**config.mk**
```make
export PLATFORM = sky130hd
export DESIGN_NAME = interrupt_request_register
export DESIGN_NICKNAME = d
export VERILOG_FILES = /design/src/rtl/interrupt_request_register.sv
export SDC_FILE = /design/constraint.sdc
export NUM_CORES = 1
export LEC_CHECK = 0
export ABC_AREA = 1
export CORE_AREA = 2 2 88 90
export DETAILED_ROUTE_END_ITERATION = 10
export DIE_AREA = 0 0 90 92
export GPL_ROUTABILITY_DRIVEN = 0
export PLACE_DENSITY = 0.42
export SYNTH_ARGS = -nofsm -noshare
export SYNTH_HDL_FRONTEND = slang
export SYNTH_SLANG_ARGS = --single-unit
```
**constraint.sdc**
```tcl
create_clock -name clk_i -period 2 [get_ports clk_i]
set_input_delay 0.4 -clock clk_i [delete_from_list [all_inputs] [get_ports clk_i]]
set_output_delay 0.4 -clock clk_i [all_outputs]
set_load 0.03 [all_outputs]
```
**src/rtl/interrupt_request_register.sv**
```systemverilog
// interrupt_request_register: 8259A-style IRR with IR synchronizers, edge/level
// triggering, acknowledge clear with freeze until INTA_2, and spurious detection.
`default_nettype none

module interrupt_request_register #(
  parameter int SYNC_STAGES = 2
) (
  input  logic       clk_i,
  input  logic       rst_ni,
  input  logic [7:0] ir_i,
  input  logic       ltim_i,
  input  logic       icw1_write_i,
  input  logic       inta1_i,
  input  logic       inta2_i,
  input  logic [7:0] isr_irr_i,
  output logic [7:0] irr_o,
  output logic       spurious_o
);

  localparam int CNT_MAX = SYNC_STAGES + 1;
  localparam int CNT_W   = $clog2(CNT_MAX + 1);

  typedef enum logic [0:0] {
    IDLE   = 1'b0,
    FROZEN = 1'b1
  } state_e;

  logic [SYNC_STAGES-1:0][7:0] sync_q;
  logic [CNT_W-1:0]            cnt_q;
  logic [7:0]                  armed_q, armed_d;
  logic [7:0]                  latch_q, latch_d;
  logic [7:0]                  irr_q, irr_d;
  logic                        spurious_q, spurious_d;
  state_e                      state_q, state_d;

  logic [7:0] ir_s;
  logic       settled;
  logic       ack;
  logic [7:0] hit;
  logic [7:0] req;

  assign ir_s    = sync_q[SYNC_STAGES-1];
  assign settled = (cnt_q == CNT_W'(CNT_MAX));
  assign ack     = inta1_i && (state_q == IDLE);
  assign hit     = isr_irr_i & irr_q;

  always_comb begin
    armed_d    = armed_q;
    latch_d    = latch_q;
    irr_d      = irr_q;
    state_d    = state_q;
    spurious_d = 1'b0;
    req        = 8'h00;

    // Arming is held off until the synchronizers have flushed their reset zeros.
    armed_d = ~ir_s & (armed_q | {8{settled}});
    latch_d = ir_s & (latch_q | armed_q);
    if (ack) begin
      latch_d = latch_d & ~hit;
    end
    req = ltim_i ? ir_s : latch_d;

    case (state_q)
      IDLE: begin
        if (inta1_i) begin
          irr_d      = req & ~hit;
          spurious_d = (hit == 8'h00);
          state_d    = FROZEN;
        end else begin
          irr_d = req;
        end
      end
      FROZEN: begin
        if (inta2_i) begin
          state_d = IDLE;
        end
      end
      default: state_d = IDLE;
    endcase

    if (!settled) begin
      irr_d = 8'h00;
    end

    if (icw1_write_i) begin
      armed_d    = 8'h00;
      latch_d    = 8'h00;
      irr_d      = 8'h00;
      state_d    = IDLE;
      spurious_d = 1'b0;
    end
  end

  always_ff @(posedge clk_i or negedge rst_ni) begin
    if (!rst_ni) begin
      sync_q     <= '0;
      cnt_q      <= '0;
      armed_q    <= 8'h00;
      latch_q    <= 8'h00;
      irr_q      <= 8'h00;
      spurious_q <= 1'b0;
      state_q    <= IDLE;
    end else begin
      sync_q     <= {sync_q[SYNC_STAGES-2:0], ir_i};
      if (!settled) begin
        cnt_q <= cnt_q + CNT_W'(1);
      end
      armed_q    <= armed_d;
      latch_q    <= latch_d;
      irr_q      <= irr_d;
      spurious_q <= spurious_d;
      state_q    <= state_d;
    end
  end

  assign irr_o      = irr_q;
  assign spurious_o = spurious_q;

endmodule

`default_nettype wire

```
==> metrics.md, run 1 <==
| Metric | Value |
|---|---|
| Post-synth cell types | 19 |
| Die Y-Extent | between 90 and 100 um |
| Synthesized net count | between 200 and 250 |
| Sequential share of power | about 55% |
| CTS tree | yes |
| Final hold vios | 0 |
| Cell area after layout | ~2300 um2 |
| Initial antenna violation count | 0 |
| Total gr overflow | 0 |
| Final setup fails | 0 |
| First-pass GRT wire length | 6490 um |
| Clock Sink Count | 44 |
| CP Class | flop to output port |
| Top Family by Delay on Critical Path | buffers and inverters |
| Post-DP HPWL | 2700 um |
| Hold WS | 171 ps |
| Critical path, cell by cell | clkdlybuf4s50_1 |
| Initial core utilization | 23.8% |
| Final net count | approximately 260 |
| Critical Path Fanout Max | 3 |
| Tightest Pin Transition | around 550 ps |
| Inserted Diodes | 0 |
| Most common cell after layout, fill and taps aside | nand2_1 |
| Core box area | around 7400 um2 |
| GRT Util Overall | 10.0% |
| Endpoint type of the worst setup path | output port |
| DRC violations left | 0 |
| Vias post-DR | approximately 1300 |
| CTS root buf | clkbuf_8 |
| Post-Place Cell Area | 2200 um2 |
| Skew final | roughly 7.5 ps |
| Final period util | roughly nine tenths |
| RSZ-0062 raised after global routing | false |
| CP required | 1600 ps |
| Hold-fix buffers, CTS | 0 |
| Syn Inst Count | 203 |
| Yosys Warn Count | 0 |
| Post-CTS Setup Inserts | 0 |
| Max Slew Vio Count | 0 |
| Die Width | about 90 um |
| # resized after CTS | 0 |
| Clock Tree Buf Depth | 2 |
| Int Power | around 1.3 mW |
| Port Buf Inserts | 30 |
| Pin count of the biggest net entering global routing | between 40 and 50 |
| VDD IR max | approximately 0.23 mV |
| Min Clock Period, post-route | roughly 1800 ps |
| Post-Syn Area | 1770 um2 |
| Clk_lat worst skew | ~290 ps |
| Pre-antenna DRT Iters | 4 |
| Switch share | roughly 26% |
| Slowest stage cell, crit path | clkdlybuf4s50_1 |
| Data arrival, critical path | 1370 ps |
| Clock-pin slew on the worst setup and hold paths | about 80 ps |
| Net switching power | about 450 uW |
| Leak | ~1.2 nW |
| Most frequent cells in the layout | nand2_1 (69), dfrtp_1 (44), nor2_1 (42), clkdlybuf4s50_1 (29), inv_1 (17) |
| Synthesis-to-layout area growth | 29.3% |
| Syn Area/Cell | around 8.7 um2 |
| Post-route ant nets | 0 |
| Total negative slack | 0 ps |
| DIE AREA | 8280 um2 |
| CTS Buf Count | 5 |
| Outcome | completed |
| Initial DRC count | just under 70 |
| Rows | 32 |
| Startpoint types | flop |
| DR WL/cell | ~11 um |
| Vias/cell | between 3 and 4 |
| IO Pins | 31 |
| Max Freq | between 500 and 600 MHz |
| Crit-path max cell delay | roughly 700 ps |
| Kind of path behind the tightest hold check | input pin to asynchronous set/reset pin |
| Crit path buf inv count | 1 |
| Layout cells sized above 1 | under 10% |
| Fin util | a little under a third |
| Clock power share | 32.6% |
| Max Cap Violations | 0 |
| Comb power frac | 12.7% |
| H-tree levels | 2 |
| Post-Route WL | 3790 um |
| Sequential area share after synthesis | 62.1% |
| Pre-CTS WS | between 300 and 400 ps |
| Fin worst setup slack | 230 ps |
| Number of synthesized register bits | between 40 and 50 |
| Vias in the first global route | 1274 |
| Power Dens Cells | approximately 760 nW/um2 |
| Slew margin rel. | 63.2% |
==> final timing paths <==
kind	from	end	slack, ps	cells past startpoint
min in group clk_i	sync_q[4]	ir_s[4]	350	0
worst max-delay path	irr_o[7]	irr_o[7]	230	1
worst min-delay path	rst_ni	sync_q[3]	170	2
worst max register to register	cnt_q[0]	irr_o[5]	660	5
max in group asynchronous	rst_ni	cnt_q[0]	1450	2
worst min register to register	sync_q[4]	ir_s[4]	350	0
==> layer usage <==
| layer | share of wire [%] | vias to the layer above | GRT usage [%] |
|---|---|---|---|
| li1 | - | 687 | - |
| met1 | 49 | 610 | 13.2 |
| met2 | 44 | 28 | 15.5 |
| met3 | 4.4 | 9 | 3.04 |
| met4 | 2.3 | 0 | 3.97 |
| met5 | 0 | - | 0 |
==> cells in the mapped netlist (all sizes together) <==
cell    count  area share [%]
ha          1            0.71
buf         4             1.3
xnor2       1            0.49
o21ai       1            0.28
dfrtp      44              62
a21oi       6             1.7
nor2       43             9.5
nand4       1            0.35
nand3       1            0.28
clkbuf      1            0.21
nand3b      2             1.1
inv        20             4.2
nand2      69              15
nor3        9             3.2
==> sequential cells by signal (all words and copies together) (netlist names) <==
signal	count
sync_q	8
irr_o	8
cnt_q	2
armed_q	8
spurious_o	1
ir_s	8
state_q	1
latch_q	8
==> per-stage QoR <==
stage | instances | total power, mW
floorplan | 203 | 1.09
global placement | 334 | 1.21
detailed placement | 334 | 1.21
CTS | 342 | 1.79
global route | 342 | 1.87
finish | 342 | 1.75
==> cell type report <==
cell class | instances | area, um2
fill | 816 | 5150
sequential | 44 | 1100
multi-input combinational | 134 | 571
timing repair buffer | 34 | 325
tap | 102 | 128
clock buffer | 6 | 82.6
inverter | 20 | 75.1
clock inverter | 2 | 10.0
==> power groups by stage <==
stage	clock network (mW)	registers [mW]	logic, mW
after CTS	0.598	0.960	0.228
after global placement	0	0.978	0.229
final	0.571	0.960	0.223
after floorplan	0	0.999	0.0888
after detailed placement	0	0.978	0.228
after global routing	0.649	0.965	0.252
==> kinds of logic (layout without fill, tap and decap cells) <==
logic type | Yosys count | in the layout | synth area share [%]
compound gates | 7 | 7 | 1.98
xor+xnor | 1 | 1 | 0.494
fa+ha+maj | 1 | 1 | 0.706
buf+inv | 25 | 62 | 5.72
flops | 44 | 44 | 62.1
simple gates | 125 | 125 | 29.0
(Power assumes the default switching activity.)
==> inputs of run 2 (changes only) <==
- GPL_ROUTABILITY_DRIVEN: 0 -> unset
==> results of run 2 <==
The final DEF is identical to that of run 1; final timing and power are the same.
==> RTL change, RTL diff (flow settings as in run 2) <==
Add an input register stage for `ir_i`, `ltim_i`, `icw1_write_i`, `inta1_i`, `inta2_i` and `isr_irr_i`, without a reset; this delays them by one clock.
--- a/src/rtl/interrupt_request_register.sv
+++ b/src/rtl/interrupt_request_register.sv
@@ -25,6 +25,22 @@
     FROZEN = 1'b1
   } state_e;
 
+  logic [7:0] ir_q;
+  logic ltim_q;
+  logic icw1_write_q;
+  logic inta1_q;
+  logic inta2_q;
+  logic [7:0] isr_irr_q;
+
+  always_ff @(posedge clk_i) begin
+    ir_q         <= ir_i;
+    ltim_q       <= ltim_i;
+    icw1_write_q <= icw1_write_i;
+    inta1_q      <= inta1_i;
+    inta2_q      <= inta2_i;
+    isr_irr_q    <= isr_irr_i;
+  end
+
   logic [SYNC_STAGES-1:0][7:0] sync_q;
   logic [CNT_W-1:0]            cnt_q;
   logic [7:0]                  armed_q, armed_d;
@@ -41,8 +57,8 @@
 
   assign ir_s    = sync_q[SYNC_STAGES-1];
   assign settled = (cnt_q == CNT_W'(CNT_MAX));
-  assign ack     = inta1_i && (state_q == IDLE);
-  assign hit     = isr_irr_i & irr_q;
+  assign ack     = inta1_q && (state_q == IDLE);
+  assign hit     = isr_irr_q & irr_q;
 
   always_comb begin
     armed_d    = armed_q;
@@ -58,11 +74,11 @@
     if (ack) begin
       latch_d = latch_d & ~hit;
     end
-    req = ltim_i ? ir_s : latch_d;
+    req = ltim_q ? ir_s : latch_d;
 
     case (state_q)
       IDLE: begin
-        if (inta1_i) begin
+        if (inta1_q) begin
           irr_d      = req & ~hit;
           spurious_d = (hit == 8'h00);
           state_d    = FROZEN;
@@ -71,7 +87,7 @@
         end
       end
       FROZEN: begin
-        if (inta2_i) begin
+        if (inta2_q) begin
           state_d = IDLE;
         end
       end
@@ -82,7 +98,7 @@
       irr_d = 8'h00;
     end
 
-    if (icw1_write_i) begin
+    if (icw1_write_q) begin
       armed_d    = 8'h00;
       latch_d    = 8'h00;
       irr_d      = 8'h00;
@@ -101,7 +117,7 @@
       spurious_q <= 1'b0;
       state_q    <= IDLE;
     end else begin
-      sync_q     <= {sync_q[SYNC_STAGES-2:0], ir_i};
+      sync_q     <= {sync_q[SYNC_STAGES-2:0], ir_q};
       if (!settled) begin
         cnt_q <= cnt_q + CNT_W'(1);
       end
Check against the original RTL: not equivalent (Yosys sat finds a counterexample within 4 cycles, from zero or initial values and one cycle with rst_ni low).
==> RTL change against run 2 <==
  * Sequential cell count up 20
  * Largest cell class unchanged
  * Non-clock buffer count up 3
  * Clock power rose by 77%
  * Worst setup slack got worse by 0.015 ns
  * Wire length rose by 15%
  * Total power increased by 50%
  * Register-to-register slack gained 0.06 ns
  * Synthesized area increased by 23%
  * Sequential power up 45%
  * Utilization grew 6.9 points
  * Synthesized cell count up 9.9%
  * Final area increased by 22%
  * Highest routed layer unchanged
==> RTL change: results (changes against run 2) <==
The run finished with clean final reports. The run gives 3 (+1) as the H-tree depth. The tools report the final RePlAce weighted congestion as 0.755 (-5.9%).

The final cell utilization of the core is 0.377 (+0.0692). The mean cell area of the mapped netlist was 9.75 um^2 (+12%); the leakage power summed over all cells was 1.39 nW (+19%). STA puts the critical path data arrival time at 1.38 ns.

For the overall global routing resource usage, the log shows 0.120 (+0.0194). The tools report the number of nets at the end of the flow as 289 (+10%). The tools report the worst-case vdd ir drop as 0.361 mV (+55%). The first-pass GRT wire length is 7290 um (+12%), and the number of buffers on the longest clock path is 2 (unchanged). The number of antenna violations at the first check in global routing was 0 (unchanged). The switching power is 0.620 mW (+39%), and the number of nets in the synthesized netlist is 246 (+8.8%). The vias after detailed routing was 1,467 (+10%); the final routed wire length divided by cell count was 11.7 um (+5.7%). Ratio of routed vias to standard cells: 3.93 (+0.83%).

Broken down by cell family, the worst path's largest delay share belongs to buffers and inverters. The run gives 56 (-19%) as the count of routing violations after the opening detailed-route iteration. The final antenna diode count is 0 (unchanged). Slew at the pin with the worst max-slew slack: 0.569 ns (+0.0181 ns). In the synthesized netlist, the cells that appear most often are nand2_1 (69), dfrtp_1 (44), nor2_1 (42). The cell count after placement was 357 (+6.9%); the pin count of the biggest net entering global routing was 45 (unchanged). For the sequential area share after synthesis, the log shows 0.691 (+0.0698).

Worst setup skew after layout: 0.00529 ns (-0.00225 ns). CTS placed an instance of clkbuf_8 at the clock tree root. The filler cell count was 785 (-3.8%); the post-detailed-placement half-perimeter wirelength was 3000 um (+11%). The cell with the largest stage delay on the worst path was clkdlybuf4s50_1. The maximum fanout along the worst path is 3 (unchanged).

The proportion of synthesized flip-flops having asynchronous set or reset is 0.688 (-0.313). The clock transition at the registers of the reported paths came out at 0.06 ns (-0.02 ns). Ranked by total cell area, the synthesized netlist is headed by dfrtp_1 (51%), dfxtp_1 (18%), nand2_1 (12%). The tools report the latest clock arrival within the worst-skew pair as 0.34 ns (+0.05 ns). The logs give 9 (+4) for the number of clock buffers inserted by TritonCTS and 20 (+1) for the distinct cell type count of the synthesized netlist. The longest individual stage delay on the worst path is 0.68 ns, and the share of post-route cells with drive strength above 1 is 0.103 (+0.0242).

In this run the worst hold path is classified as input port to asynchronous set/reset pin.
RTL change: cell count changes in the layout (fill, tap and decap cells not counted):
cell / change
dfxtp_1: +20
clkbuf_8: +6
buf_4: +3
clkbuf_1: +2
clkinv_2: -1
clkinvlp_4: +1
RTL change: kinds of logic (layout without fill, tap and decap cells):
group / Yosys count / in the layout / synth area share
flops: 64 / 64 / 0.691
xor+xnor: 1 / 1 / 0.00403
fa+ha+maj: 1 / 1 / 0.00576
buf+inv: 25 / 73 / 0.0466
simple gates: 125 / 125 / 0.237
compound gates: 7 / 7 / 0.0161
RTL change: area by class of cell:
class,instances,area share
sequential,64,0.535
multi-input combinational,134,0.203
timing repair buffer,37,0.124
clock buffer,14,0.0615
tap,102,0.0455
inverter,20,0.0267
clock inverter,2,0.00446
RTL change: path summary, 6_finish.rpt:
check	endpoint	slack (ns)	depth (start not counted)	start
min in group clk_i	sync_q[5]	0.33	0	ir_q[5]
max	irr_o[0]	0.22	1	irr_o[0]
max in group asynchronous	irr_o[6]	1.47	2	rst_ni
min reg2reg	sync_q[5]	0.33	0	ir_q[5]
min	irr_o[3]	0.14	2	rst_ni
max reg2reg	irr_o[7]	0.72	6	cnt_q[0]
RTL change: metrics by stage:
| step | power (mW) | area [um^2] | hold WS, ns | setup slack, ns |
|---|---|---|---|---|
| finish | 2.62 | 2810 | 0.141 | 0.215 |
| global route | 2.75 | 2810 | 0.185 | 0.156 |
| CTS | 2.68 | 2810 | 0.156 | 0.182 |
| detailed placement | 1.64 | 2620 | 0.320 | 0.567 |
| global placement | 1.64 | 2620 | 0.317 | 0.581 |
| floorplan | 1.52 | 2170 | 0.104 | 0.936 |
RTL change: power by group through the flow:
stage	sequential, mW	combinational, mW	clock, mW
after floorplan	1.43	0.0886	0
final	1.39	0.223	1.01
after global placement	1.41	0.228	0
after global routing	1.40	0.249	1.11
after CTS	1.39	0.229	1.06
after detailed placement	1.42	0.228	0
RTL change: metal layers:
layer / GRT usage / vias up / part of all wire
li1: - / 763 / -
met2: 0.179 / 30 / 0.46
met1: 0.148 / 668 / 0.47
met5: 0 / - / 0
met3: 0.0583 / 6 / 0.055
met4: 0.0500 / 0 / 0.016
